`src/rtl/ipf_lcu_feeder.sv`:
```
// Streams an image to the pixel filter one LCU at a time, raster order, fetching per-LCU parameters first.
// Latency: img_rd -> in_en/din 2 cycles; from row 2 onward each row waits for the filter's busy pulse before the next row.
module ipf_lcu_feeder #(
    parameter int IMG_W  = 128,
    parameter int ADDR_W = 14,
    parameter int PAR_W  = 24
) (
    input  logic              clk,
    input  logic              reset,
    input  logic              start,
    input  logic [1:0]        cfg_lcu_size,
    output logic              img_rd,
    output logic [ADDR_W-1:0] img_addr,
    input  logic [7:0]        img_data,
    output logic              par_rd,
    output logic [5:0]        par_addr,
    input  logic [PAR_W-1:0]  par_data,
    input  logic              busy,
    input  logic              finish,
    output logic              in_en,
    output logic [7:0]        din,
    output logic [1:0]        ipf_type,
    output logic [4:0]        ipf_band_pos,
    output logic              ipf_wo_class,
    output logic [15:0]       ipf_offset,
    output logic [2:0]        lcu_x,
    output logic [2:0]        lcu_y,
    output logic [1:0]        lcu_size,
    output logic              done
);

    localparam int LOG_W = $clog2(IMG_W);

    typedef enum logic [2:0] {
        IDLE, PAR, PARW, STREAM, HOLD, RESUME, DRAIN, DONE
    } state_t;

    state_t              state_q, state_d;
    logic [1:0]          lcu_size_q, lcu_size_d;
    logic [2:0]          lcu_x_q, lcu_x_d;
    logic [2:0]          lcu_y_q, lcu_y_d;
    logic [6:0]          row_q, row_d;
    logic [6:0]          col_q, col_d;
    logic [5:0]          par_addr_q, par_addr_d;
    logic                img_rd_q, img_rd_d;
    logic [ADDR_W-1:0]   img_addr_q, img_addr_d;
    logic                rd_d1_q;
    logic                in_en_q;
    logic [7:0]          din_q;
    logic [1:0]          type_q, type_d;
    logic [4:0]          band_q, band_d;
    logic                wo_q, wo_d;
    logic [15:0]         off_q, off_d;
    logic                done_q, done_d;

    logic [6:0]          s_last;
    logic [2:0]          n_last;
    logic [2:0]          lg_n;
    logic [2:0]          shamt;
    logic [ADDR_W-1:0]   ypix, xpix, cur_addr;
    logic [2:0]          nx_x, nx_y;

    always_comb begin
        unique case (lcu_size_q)
            2'd0:    s_last = 7'd15;
            2'd1:    s_last = 7'd31;
            default: s_last = 7'd63;
        endcase
        n_last   = 3'((IMG_W >> (32'd4 + 32'(lcu_size_q))) - 1);
        lg_n     = 3'(LOG_W - 4) - {1'b0, lcu_size_q};
        shamt    = 3'd4 + {1'b0, lcu_size_q};
        ypix     = (ADDR_W'(lcu_y_q) << shamt) + ADDR_W'(row_q);
        xpix     = (ADDR_W'(lcu_x_q) << shamt) + ADDR_W'(col_q);
        cur_addr = (ypix << LOG_W) + xpix;
        nx_x     = (lcu_x_q == n_last) ? 3'd0 : lcu_x_q + 3'd1;
        nx_y     = (lcu_x_q == n_last) ? lcu_y_q + 3'd1 : lcu_y_q;
    end

    always_comb begin
        state_d    = state_q;
        lcu_size_d = lcu_size_q;
        lcu_x_d    = lcu_x_q;
        lcu_y_d    = lcu_y_q;
        row_d      = row_q;
        col_d      = col_q;
        par_addr_d = par_addr_q;
        img_rd_d   = 1'b0;
        img_addr_d = img_addr_q;
        type_d     = type_q;
        band_d     = band_q;
        wo_d       = wo_q;
        off_d      = off_q;
        done_d     = done_q;
        unique case (state_q)
            IDLE, DONE: begin
                if (start) begin
                    lcu_size_d = (cfg_lcu_size == 2'd3) ? 2'd2 : cfg_lcu_size;
                    lcu_x_d    = 3'd0;
                    lcu_y_d    = 3'd0;
                    row_d      = 7'd0;
                    col_d      = 7'd0;
                    par_addr_d = 6'd0;
                    done_d     = 1'b0;
                    state_d    = PAR;
                end
            end
            PAR: state_d = PARW;
            PARW: begin
                type_d  = par_data[23:22];
                band_d  = par_data[21:17];
                wo_d    = par_data[16];
                off_d   = par_data[15:0];
                state_d = STREAM;
            end
            STREAM: begin
                img_rd_d   = 1'b1;
                img_addr_d = cur_addr;
                if (col_q == s_last) begin
                    // Rows 0 and 1 prime the filter's line buffers and never wait on busy.
                    if (row_q < 7'd2) begin
                        row_d = row_q + 7'd1;
                        col_d = 7'd0;
                    end else begin
                        state_d = HOLD;
                    end
                end else begin
                    col_d = col_q + 7'd1;
                end
            end
            HOLD: begin
                if (!img_rd_q && !rd_d1_q && !in_en_q && busy) state_d = RESUME;
            end
            RESUME: begin
                if (!busy) begin
                    col_d = 7'd0;
                    if (row_q != s_last) begin
                        row_d   = row_q + 7'd1;
                        state_d = STREAM;
                    end else if (lcu_x_q == n_last && lcu_y_q == n_last) begin
                        row_d   = 7'd0;
                        state_d = DRAIN;
                    end else begin
                        row_d      = 7'd0;
                        lcu_x_d    = nx_x;
                        lcu_y_d    = nx_y;
                        par_addr_d = 6'(({3'b000, nx_y} << lg_n) | {3'b000, nx_x});
                        state_d    = PAR;
                    end
                end
            end
            DRAIN: begin
                if (finish) begin
                    done_d  = 1'b1;
                    state_d = DONE;
                end
            end
            default: state_d = IDLE;
        endcase
    end

    always_ff @(posedge clk or posedge reset) begin
        if (reset) begin
            state_q    <= IDLE;
            lcu_size_q <= 2'd0;
            lcu_x_q    <= 3'd0;
            lcu_y_q    <= 3'd0;
            row_q      <= 7'd0;
            col_q      <= 7'd0;
            par_addr_q <= 6'd0;
            img_rd_q   <= 1'b0;
            img_addr_q <= '0;
            rd_d1_q    <= 1'b0;
            in_en_q    <= 1'b0;
            din_q      <= 8'd0;
            type_q     <= 2'd0;
            band_q     <= 5'd0;
            wo_q       <= 1'b0;
            off_q      <= 16'd0;
            done_q     <= 1'b0;
        end else begin
            state_q    <= state_d;
            lcu_size_q <= lcu_size_d;
            lcu_x_q    <= lcu_x_d;
            lcu_y_q    <= lcu_y_d;
            row_q      <= row_d;
            col_q      <= col_d;
            par_addr_q <= par_addr_d;
            img_rd_q   <= img_rd_d;
            img_addr_q <= img_addr_d;
            rd_d1_q    <= img_rd_q;
            in_en_q    <= rd_d1_q;
            if (rd_d1_q) din_q <= img_data;
            type_q     <= type_d;
            band_q     <= band_d;
            wo_q       <= wo_d;
            off_q      <= off_d;
            done_q     <= done_d;
        end
    end

    assign img_rd       = img_rd_q;
    assign img_addr     = img_addr_q;
    assign par_rd       = (state_q == PAR);
    assign par_addr     = par_addr_q;
    assign in_en        = in_en_q;
    assign din          = din_q;
    assign ipf_type     = type_q;
    assign ipf_band_pos = band_q;
    assign ipf_wo_class = wo_q;
    assign ipf_offset   = off_q;
    assign lcu_x        = lcu_x_q;
    assign lcu_y        = lcu_y_q;
    assign lcu_size     = lcu_size_q;
    assign done         = done_q;

endmodule
```
`config.mk`:
```
export PLATFORM = sky130hd
export DESIGN_NAME = ipf_lcu_feeder
export DESIGN_NICKNAME = d
export VERILOG_FILES = /design/src/rtl/ipf_lcu_feeder.sv
export SDC_FILE = /design/constraint.sdc
export NUM_CORES = 1
export LEC_CHECK = 0
export CORE_ASPECT_RATIO = 0.6
export CORE_MARGIN = 3
export CORE_UTILIZATION = 54
export DETAILED_ROUTE_END_ITERATION = 7
export GPL_ROUTABILITY_DRIVEN = 0
export PLACE_DENSITY = 0.86
export SLEW_MARGIN = 20
export SYNTH_ARGS = -nofsm -noshare
export SYNTH_HDL_FRONTEND = slang
export SYNTH_SLANG_ARGS = --single-unit
```
`constraint.sdc`:
```
create_clock -name clk -period 4.3 [get_ports clk]
set_input_delay 1.075 -clock clk [delete_from_list [all_inputs] [get_ports clk]]
set_output_delay 1.075 -clock clk [all_outputs]
set_load 0.02 [all_outputs]
```
==> Word level (Yosys, flattened, before mapping) <==
Cells that the tools add are included.
{ "totals": {"reg_bits": 81, "latchBits": 0, "mem_bits_rw": 0, "romBits": 0, "output_inout_bits": 64, "memories": 0} }
{ "classes": {"add_sub_neg": 11, "n_mul": 0, "n_div": 0, "n_lt_le_gt_ge": 1, "eq_ne": 23, "shifts": 4, "muxes": 41, "n_bitwise": 1, "reduce_logical": 19} }
{ "ops": {"columns": ["op", "n"], "rows": [
  ["two-way mux 7 bit", 8],
  ["two-way mux 3 bit", 17],
  ["case mux 7 bit (3 select lines)", 2],
  ["two-way mux 6 bit", 4],
  ["case mux 6 bit (2 select lines)", 2],
  ["case mux 3 bit (7 select lines)", 1],
  ["!= test 2 bit, second input constant", 9],
  ["adder 14 bit", 1],
  ["adder 14 x 7 -> 14 bit", 1],
  ["adder 7 x 1 -> 7 bit, second input constant", 2],
  ["left shift 3 x 3 -> 14 bit", 1],
  ["== test 3 bit, second input constant", 4],
  ["case mux 3 bit (2 select lines)", 2],
  ["AND reduction 5 bit", 2],
  ["right shift 8 x 4 -> 3 bit, first input constant", 1],
  ["adder 7 bit", 1],
  ["== test 7 bit", 1],
  ["less-than comparator 7 x 2 -> 1 bit, second input constant", 1],
  ["!= test 7 bit", 1],
  ["left shift 3 x 3 -> 7 bit", 1],
  ["adder 3 x 1 -> 3 bit, second input constant", 2],
  ["== test 3 x 2 -> 1 bit, second input constant", 2],
  ["== test 3 bit", 2],
  ["OR 6 x 3 -> 6 bit", 1],
  ["23 further kinds", 31]
]} }

==> Logic depth before layout (Yosys ltp) <==
Gate-level depths: netlist of run 1.
{ "logic_depth": {"ltp_word": 11, "mapped_depth": 12} }

==> Worst setup path after synthesis of run 1 <==
Ideal clock, no wire load.
{ "synth_timing": {"path_kind": "reg-to-reg", "from": "register lcu_size_q[0], in the netlist lcu_size[0]", "to": "register img_addr_q[12], in the netlist img_addr[12]", "setup_ns": 0.095, "arrival_time_ns": 2.726, "required_time_ns": 4.205, "path_slack_ns": 1.478, "path_stages_with_launch": 12, "n_path_buf": 2, "period_less_slack_ns": 2.822, "path_cell_list": "dfrtp_1 -> buf_6 -> clkbuf_1 -> mux2i_1 -> nor2_1 -> fa_1 -> a21o_1 -> a21oi_1 -> o21bai_1 -> a21oi_1 -> nor3_1 -> o31ai_1"} }
{ "synth_via": {"elab_chain_len": 4, "word_cells_on_any_way": 6} }
{ "synth_lines": {"columns": ["item", "line_no", "source"], "rows": [
  ["start: declaration", "39", "logic [1:0] lcu_size_q, lcu_size_d;"],
  ["start signal: assignment", "182", "lcu_size_q <= lcu_size_d;"],
  ["adder 3 x 2 -> 3 bit (*)", "71", "shamt = 3'd4 + {1'b0, lcu_size_q};"],
  ["left shift 3 x 3 -> 14 bit or left shift 3 x 3 -> 7 bit (tied branches)", "73, 72", null],
  ["adder 14 x 7 -> 14 bit or adder 7 bit (tied branches)", "73, 72", null],
  ["adder 14 bit (*)", "74", "cur_addr = (ypix << LOG_W) + xpix;"],
  ["end signal: assignment", "189", "img_addr_q <= img_addr_d;"],
  ["end: declaration", "46", "logic [ADDR_W-1:0] img_addr_q, img_addr_d;"]
]} }
Mark *: on every way between the ends. The rest lies on a longest branch, timed or not.
A chain may end at the register's enable or synchronous reset.

==> Worst setup path after layout of run 1 <==
Ends and elaborated chain as after synthesis.

==> flow_metrics.tcl, run 1 <==
set metrics [dict create \
    wl_met1_um 4770 \
    crit_path_end_kind "flop" \
    wl_met3_um 1000 \
    fin_crit_sh_pct 75.3 \
    synth_top_family_by_area "simple AND/OR/NAND/NOR gates" \
    yosys-top-cells-area "dfrtp_1 (46%), mux2_2 (8.5%), nand2_1 (4.7%)" \
    yosysTopAreaCell "dfrtp_1" \
    cp_slowest_stage_delay_ns 0.99 \
    worst_pin_slew_ns 0.985 \
    crit_required_ns 4.54 \
    initial_core_util_pct 57.9 \
    criticalPathCategory "reg2reg" \
    setup_viol 0 \
    synthXorXnorAreaFrac_pct 3.81 \
    fin_skew_ns 0.00819 \
    drv_slew 0 \
    grt_max_degree 32 \
    vias 3579 \
    rsz0062_at_grt "false" \
    cts_buffers 9 \
    power_density_nw_per_um2 628 \
    drcViolationCount 0 \
    cp.arrival_ns 3.47 \
    synth.distinct_cells 72 \
    synth_mux_area_share_pct 10.1 \
    yosys_most_used_dff "dfrtp_1" \
    dieHeight_um 75.6 \
    period_needed_ns 3.24 \
    min_path_type "reg2reg" \
    cap_violations 0 \
    num_io_pins 103 \
    slowest_stage "dfrtp_1" \
    max_clock_freq_mhz 309 \
    yosysWarnings 0 \
    antenna_found_initial 0 \
    synthSimpleGateAreaFrac_pct 16.7 \
    dp_hpwl_um 8060 \
    fin_tns_setup_ns 0 \
    hold_violations 0 \
    area.growth.synth_to_final_pct 32.1 \
    avgRoutedWirePerCell_um 17.4 \
    synth-adder-area-share_pct 4.07 \
    syn_inst 418 \
    first_pass_iters 6 \
    cts_resized 0 \
    avgSynthCellArea_sq_um 10.4 \
    path_cells "nor2_4, and2_1, ha_1, fa_1, a21o_1, a21oi_1, o21bai_1, a21oi_1, nor3_1, o31ai_1" \
    diodes 0 \
    ctsHoldBuffers 0 \
    nets 564 \
    dieArea_sq_um 9230 \
    grt-ovfl-total 0 \
    crit_fanout 25 \
    synth-edff-count 0 \
    synth_nets 470 \
    synthTopCellsByCount "dfrtp_1 (81), nand2_1 (55), mux2_2 (33)" \
    setup_slack_ns 1.06 \
    fillers 508 \
    gr-usage-all-layers_pct 25.1 \
    clk_pin_slew_ns 0.06 \
    synth-seq-area-share_pct 46.5 \
    grt_pass1_wl_um 17900 \
    tritoncts "yes" \
    leakage_nw 2.42 \
    via_per_inst 5.76 \
    cts_sinks 81 \
    start_kind "flop" \
    dp_slack_ns 1.01 \
    portBuffers 102 \
    die_w_um 122 \
    synth_compound_area_share_pct 14.9 \
    ir_drop_mv 0.450 \
    drive_above_1_share_pct 13.9 \
    status "completed" \
    post_cts_buffers 0 \
    cts_buffer_depth 2 \
    ys_ff_latch 81 \
    yosysMostFrequentCell "dfrtp_1" \
    grt_pass1_vias 3595 \
    async_reset_ff_share_pct 100 \
    slew_headroom_pct 34.3 \
    clock_latency_ns 0.34 \
    coreArea_sq_um 7540 \
    path_delay_family "compound AO/OA/AOI/OAI gates" \
    path_buf_inv 0 \
    top_layer_used "met4" \
    ant_nets 0 \
    drt_iter0_drc 374 \
    root_buffer "clkbuf_16" \
    h-tree-depth 3 \
    wl_met2_um 4920 \
    yosysTopAreaCellShare_pct 46.5 \
    drt-total-wl_um 10800 \
    std_cell_rows 24 \
    cp_common_cell "a21oi_1" \
    synth_area_sq_um 4360 \
]
kinds of logic (layout without fill, tap and decap cells):
group / count (synthesis) / in the layout
AOI/OAI and AO/OA: 95 / 95
xor gates and xnor gates: 19 / 19
adders and majority gates: 13 / 13
buffers and inverters: 36 / 135
DFF: 81 / 81
muxes: 40 / 40
and+or+nand+nor: 134 / 134
registers in the layout, indices dropped and copies added (netlist names):
register,cells
img_addr,14
ipf_band_pos,5
in_en,1
col_q,7
din,8
done,1
row_q,7
ipf_offset,16
ipf_wo_class,1
img_rd,1
lcu_y,3
lcu_x,3
lcu_size,2
par_addr,6
ipf_type,2
rd_d1_q,1
state_q,3
cell usage in the layout, fill, tap and decap left out, types with 3 or more instances in the layout:
master / count
clkdlybuf4s50_1: 102
dfrtp_1: 81
nand2_1: 55
mux2_2: 33
o21ai_0: 27
a21oi_1: 13
xnor2_1: 13
nor2_1: 11
ha_1: 11
nand3_1: 10
inv_1: 9
clkbuf_16: 9
and3_1: 7
mux2i_1: 7
o21ai_1: 7
nor3_1: 6
xor2_1: 6
and2_1: 5
nand2b_1: 5
o31ai_1: 5
a21o_1: 5
o22ai_1: 4
nor2b_1: 4
buf_4: 4
nor4_1: 3
nand4_1: 3
a32o_1: 3
a22o_1: 3
a22oi_1: 3
or3_1: 3
nor3b_1: 3
o21bai_1: 3
where the power goes:
| group | switching, mW | total (mW) | internal, mW |
|---|---|---|---|
| clock | 0.311 | 0.821 | 0.510 |
| sequential | 0.254 | 1.25 | 0.999 |
| combinational | 0.792 | 1.54 | 0.751 |
stage by stage:
step           utilization [%]  instances  instance area [sq um]  hold slack (ns)  total power [mW]
2_1_floorplan                -        418                   4360            0.352              2.16
5_1_grt                   76.4        621                   5760            0.431              3.82
3_3_place_gp              72.0        604                   5430            0.398              2.73
3_5_place_dp              72.0        604                   5430            0.411              2.79
6_report                  76.4        621                   5760            0.418              3.62
4_1_cts                   76.2        620                   5740            0.428              3.63
routing by layer:
| layer | global-route usage (%) | vias up |
|---|---|---|
| li1 | - | 1693 |
| met1 | 33.4 | 1709 |
| met2 | 39.3 | 163 |
| met3 | 9.87 | 14 |
| met4 | 6.09 | 0 |
| met5 | 0 | - |
final timing paths:
check	startpoint	to	slack, ns	depth (start not counted)
setup / recovery	lcu_size[0]	img_addr[12]	1.06	10
hold / removal	img_rd	rd_d1_q	0.42	0
setup reg to reg	lcu_size[0]	img_addr[12]	1.06	10
hold reg to reg	img_rd	rd_d1_q	0.42	0
max in group asynchronous	reset	in_en	2.55	3
min in group asynchronous	reset	ipf_offset[9]	1.03	2
layout make-up:
cell class	instances	area [sq um]	share of cell area, %
multi-input combinational	301	2180	37.8
clock inverter	6	90.1	1.56
sequential	81	2030	35.2
inverter	12	46.3	0.803
timing repair buffer	107	1060	18.4
tap	104	130	2.26
clock buffer	10	229	3.97
Note: power is estimated with default switching activity, not from simulation.
==> run 2, diff against run 1 <==
--- a/config.mk
+++ b/config.mk
@@ -7,10 +7,10 @@
 export LEC_CHECK = 0
 export CORE_ASPECT_RATIO = 0.6
 export CORE_MARGIN = 3
-export CORE_UTILIZATION = 54
+export CORE_UTILIZATION = 45
 export DETAILED_ROUTE_END_ITERATION = 7
 export GPL_ROUTABILITY_DRIVEN = 0
-export PLACE_DENSITY = 0.86
+export PLACE_DENSITY = 0.76
 export SLEW_MARGIN = 20
 export SYNTH_ARGS = -nofsm -noshare
 export SYNTH_HDL_FRONTEND = slang
==> constraint.sdc (replaced) <==
create_clock -name clk -period 2.6 [get_ports clk]
set_input_delay 0.65 -clock clk [delete_from_list [all_inputs] [get_ports clk]]
set_output_delay 0.65 -clock clk [all_outputs]
set_load 0.02 [all_outputs]
==> run 2 against run 1 <==
Against the previous run: largest cell class unchanged; register-to-register slack got worse by 0.87 ns; clock skew shrank 0.0024 ns; sequential power is 59% higher; clock power rose by 68%; worst hold slack gained 0.0088 ns; highest routed layer unchanged.
==> flow_metrics.tcl, run 2 (synthesis results as in run 1) <==
set metrics [dict create \
    status "completed" \
    ant_nets 0 \
    layout_commonest_cell "clkdlybuf4s50_1" \
    clock_latency_ns 0.34 \
    hold_violations 0 \
    via_per_inst 5.45 \
    antenna_found_initial 0 \
    fillers 767 \
    nets 579 \
    seq_power_share_pct 32.3 \
    drive_above_1_share_pct 17.3 \
    slowest_stage "clkdlybuf4s50_1" \
    clockPowerShare_pct 22.4 \
    max_clock_freq_mhz 407 \
    fin_tns_setup_ns 0 \
    drv_slew 0 \
    ctsHoldBuffers 0 \
    hold_depth 0 \
    dieArea_sq_um 11000 \
    setup_viol 0 \
    criticalPathCategory "reg2out" \
    seq_area_sq_um 2030 \
    num_io_pins 103 \
    grt_max_degree 43 \
    grt_pass1_wl_um 18100 \
    drt_iter0_drc 171 \
    fin_skew_ns 0.00575 \
    drcViolationCount 0 \
    h-tree-depth 3 \
    clk_pin_slew_ns 0.07 \
    diodes 0 \
    leakage_nw 2.49 \
    coreArea_sq_um 9290 \
    rsz0062_at_grt "false" \
    ir_drop_mv 0.714 \
    dp_slack_ns 0.00440 \
    cp_slowest_stage_delay_ns 0.64 \
    slew_headroom_pct 62.8 \
    std_cell_rows 27 \
    path_cells "nor3b_1, clkdlybuf4s50_1" \
    first_pass_iters 4 \
    worst_pin_slew_ns 0.553 \
    period_needed_ns 2.46 \
    portBuffers 102 \
    area.growth.synth_to_final_pct 35.8 \
    r2r.worst_path.cells 10 \
    avgRoutedWirePerCell_um 16.7 \
    power_density_nw_per_um2 1040 \
    combPwrFrac_pct 45.3 \
    cap_violations 0 \
    cts_buffers 9 \
    crit_path_end_kind "output pin" \
    gr-usage-all-layers_pct 20.7 \
    multi_input_area_sq_um 2180 \
    root_buffer "clkbuf_16" \
    largest_reg_flops 16 \
    cts_sinks 81 \
    crit_fanout 16 \
    initial_core_util_pct 47.0 \
    fin_crit_sh_pct 94.6 \
    layout_common_cells "clkdlybuf4s50_1 (102), dfrtp_1 (79), nand2_1 (55)" \
    internal-power_mw 3.85 \
    setup_slack_ns 0.140 \
    drt-total-wl_um 11100 \
    dieHeight_um 82.3 \
    crit_required_ns 1.95 \
    start_kind "flop" \
    die_w_um 133 \
    vias 3605 \
    switching_share_pct 37.4 \
    cts_buffer_depth 2 \
    min_path_type "reg2reg" \
    dp_hpwl_um 8350 \
    grt-ovfl-total 0 \
    cp.arrival_ns 1.81 \
    p_switching_mw 2.30 \
    grt_pass1_vias 3584 \
    tritoncts "yes" \
]
==> run 2: changes by cell type in the layout (fill, tap and decap cells not counted), moves of 2 or more <==
| cell | previous run | this run |
|---|---|---|
| a21oi_1 | 13 | 10 |
| dfrtp_1 | 81 | 79 |
| buf_4 | 4 | 19 |
| a21oi_2 | 1 | 4 |
| dfrtp_2 | 0 | 2 |
==> run 2: metrics by stage <==
stage	cells	hold slack (ns)	instance area [sq um]	power [mW]	utilization, %
after floorplan	418	0.352	4370	3.58	-
after detailed placement	643	0.414	5560	4.75	59.9
after global placement	643	0.422	5560	4.66	59.9
final	662	0.427	5920	6.16	63.8
after CTS	659	0.429	5890	6.16	63.4
after global routing	662	0.451	5920	6.52	63.8
==> run 2: final timing paths <==
kind / slack, ns / from / end
worst max-delay path: 0.14 / state_q[2] / par_rd
worst min-delay path: 0.43 / img_rd / rd_d1_q
worst max register to register: 0.19 / lcu_size[1] / img_addr[12]
worst min register to register: 0.43 / img_rd / rd_d1_q
max in group asynchronous: 1.36 / reset / lcu_size[0]
min in group asynchronous: 0.83 / reset / ipf_band_pos[1]
==> run 2: timing repair <==
| item | in CTS | in global routing |
|---|---|---|
| setup buffers | 0 | 3 |
| resized for setup | 0 | 4 |
| setup endpoints to repair | 0 | 4 |
==> run 2: metal layers <==
layer | wire, um | global-route usage, % | vias to the layer above
met3 | 812 | 7.02 | 10
met1 | 5170 | 29.2 | 1768
met4 | 98 | 4.31 | 0
met5 | 0 | 0 | -
li1 | - | - | 1723
met2 | 4990 | 31.4 | 104
==> run 2: cell type report <==
cell class              count  share of cell area, %
multi-input cells         301                   36.8
flip-flops and latches     81                   34.3
repair buffers            122                   19.8
clock buffers               9                   3.80
well taps                 130                   2.75
clock inverters             7                   1.69
inverters                  12                  0.824
==> run 2: power groups by stage <==
stage	logic (mW)	clock network, mW	registers (mW)
final	2.79	1.38	1.99
after detailed placement	2.75	0	2.00
after global placement	2.68	0	1.97
after floorplan	1.27	0	2.31
after global routing	2.99	1.47	2.06
after CTS	2.76	1.40	1.99
==> run 2: critical path, delay by kind of cell, from the launching register on <==
| family | cells | cell delay (ns) |
|---|---|---|
| buffers and inverters | 1 | 0.64 |
| flip-flops | 1 | 0.56 |
| AND/OR/NAND/NOR | 1 | 0.26 |
==> run 3, diff against run 2 <==
--- a/config.mk
+++ b/config.mk
@@ -9,8 +9,9 @@
 export CORE_MARGIN = 3
 export CORE_UTILIZATION = 45
 export DETAILED_ROUTE_END_ITERATION = 7
-export GPL_ROUTABILITY_DRIVEN = 0
+export GPL_ROUTABILITY_DRIVEN = 1
 export PLACE_DENSITY = 0.76
+export SETUP_SLACK_MARGIN = 0.15
 export SLEW_MARGIN = 20
 export SYNTH_ARGS = -nofsm -noshare
 export SYNTH_HDL_FRONTEND = slang
==> run 3 against run 2 <==
Against the previous run: fmax increased by 3.8%; setup slack gained 0.090 ns; via count is 1.1% lower; clock-buffer cell count grew 1; core utilization up 0.081 points; worst hold slack worse by 0.015 ns; largest cell class unchanged; critical path depth unchanged; routed wire length is 2.3% lower; clock skew is 0.00091 ns higher; register-to-register slack improved by 0.07 ns; sequential share of layout area about the same.
==> flow_metrics.tcl, run 3 (synthesis results as in run 1) <==
set metrics [dict create \
    status "completed" \
    drt-total-wl_um 10800 \
    max_clock_freq_mhz 422 \
    setup_slack_ns 0.230 \
    place_area_sq_um 5610 \
    cp_slowest_stage_delay_ns 0.65 \
    hold_violations 0 \
    drive_above_1_share_pct 18.5 \
    fin_tns_setup_ns 0 \
    cp.arrival_ns 1.72 \
    largest_reg_flops 16 \
    dpl.cell_count 644 \
    first_pass_iters 5 \
    path_buf_inv 1 \
    crit_required_ns 1.95 \
    cts_buffers 9 \
    drcViolationCount 0 \
    fillers 726 \
    num_io_pins 103 \
    dieArea_sq_um 11000 \
    coreArea_sq_um 9290 \
    fin_util_pct 63.8 \
    grt_max_degree 43 \
    layout_commonest_cell "clkdlybuf4s50_1" \
    path_cells "nor3b_1, clkdlybuf4s50_1" \
    setup_viol 0 \
    switching_share_pct 38.3 \
    top_usage_layer "met2" \
    final_area_sq_um 5930 \
    portBuffers 102 \
    area.growth.synth_to_final_pct 35.9 \
    ant_nets 0 \
    nets 582 \
    initial_core_util_pct 47.0 \
    drv_slew 0 \
    dieHeight_um 82.3 \
    rsz0062_at_grt "true" \
    avgRoutedWirePerCell_um 16.3 \
    cts_buffer_depth 2 \
    slowest_stage "clkdlybuf4s50_1" \
    worst_pin_slew_ns 0.485 \
    path_delay_family "buffers and inverters" \
    slew_headroom_pct 67.3 \
    h-tree-depth 3 \
    clock_latency_ns 0.34 \
    criticalPathCategory "reg2out" \
    clockPowerShare_pct 19.5 \
    std_cell_rows 27 \
    fin_crit_sh_pct 91.1 \
    min_path_type "reg2reg" \
    seq_power_share_pct 32.8 \
    crit_path_end_kind "output pin" \
    total_power_mw 5.97 \
    ir_drop_mv 0.688 \
    start_kind "flop" \
    power_density_nw_per_um2 1010 \
    diodes 0 \
    globalRouteMet3Util_pct 7.08 \
    clk_pin_slew_ns 0.06 \
    p_switching_mw 2.29 \
    tritoncts "yes" \
    gp_congestion 0.854 \
    antenna_found_initial 0 \
    vias 3567 \
    combPwrFrac_pct 47.7 \
    crit_fanout 13 \
    fin_skew_ns 0.00666 \
    whs_ns 0.412 \
    grt-ovfl-total 0 \
    drt_iter0_drc 281 \
    cts_sinks 81 \
    grt_pass1_vias 3404 \
    die_w_um 133 \
    dp_hpwl_um 8160 \
    gr-usage-all-layers_pct 19.8 \
    ctsHoldBuffers 0 \
    dp_slack_ns -0.00729 \
    leakage_nw 2.49 \
    grt_use_met2_pct 28.6 \
    grt_pass1_wl_um 17200 \
    via_per_inst 5.36 \
    cap_violations 0 \
    internal-power_mw 3.68 \
    layout_common_cells "clkdlybuf4s50_1 (102), dfrtp_1 (78), nand2_1 (55)" \
    instances_no_fill 665 \
    period_needed_ns 2.37 \
    met1_usage_pct 28.4 \
    root_buffer "clkbuf_16" \
]
## run 3: timing repair
item,in CTS,in global routing
buffers inserted,3,2
pin swaps,0,3
setup endpoints to repair,2,8
gates resized for setup,1,6
endpoints found under the hold margin,0,0
## run 3: power groups by stage
stage / Clock [mW] / Sequential [mW] / Combinational [mW]
final: 1.17 / 1.96 / 2.85
after global routing: 1.25 / 2.02 / 3.07
after CTS: 1.20 / 1.97 / 2.82
after detailed placement: 0 / 1.99 / 2.76
after global placement: 0 / 1.97 / 2.71
after floorplan: 0 / 2.31 / 1.28
## run 3: layer usage
layer	part of all wire [%]	vias to the layer above	routed length (um)
li1	-	1724	-
met3	6.9	9	745
met1	49	1722	5270
met2	44	112	4710
met5	0	-	0
met4	0.82	0	89
## run 3: cell type report
cell class              count  area (sq um)  area share [%]
flip-flops and latches     81          2030            34.2
clock inverters             6          43.8           0.738
inverters                  12          48.8           0.823
well taps                 130           163            2.74
repair buffers            125          1220            20.6
multi-input cells         301          2190            37.0
clock buffers              10           229            3.86
## run 3: path summary, 6_finish.rpt
check,startpoint,end,cells past startpoint,slack (ns)
hold / removal,img_rd,rd_d1_q,0,0.41
setup reg to reg,lcu_size[1],img_addr[13],10,0.26
setup / recovery,state_q[2],par_rd,2,0.23
min in group asynchronous,reset,ipf_band_pos[4],3,0.74
max in group asynchronous,reset,lcu_x[1],3,1.62
hold reg to reg,img_rd,rd_d1_q,0,0.41
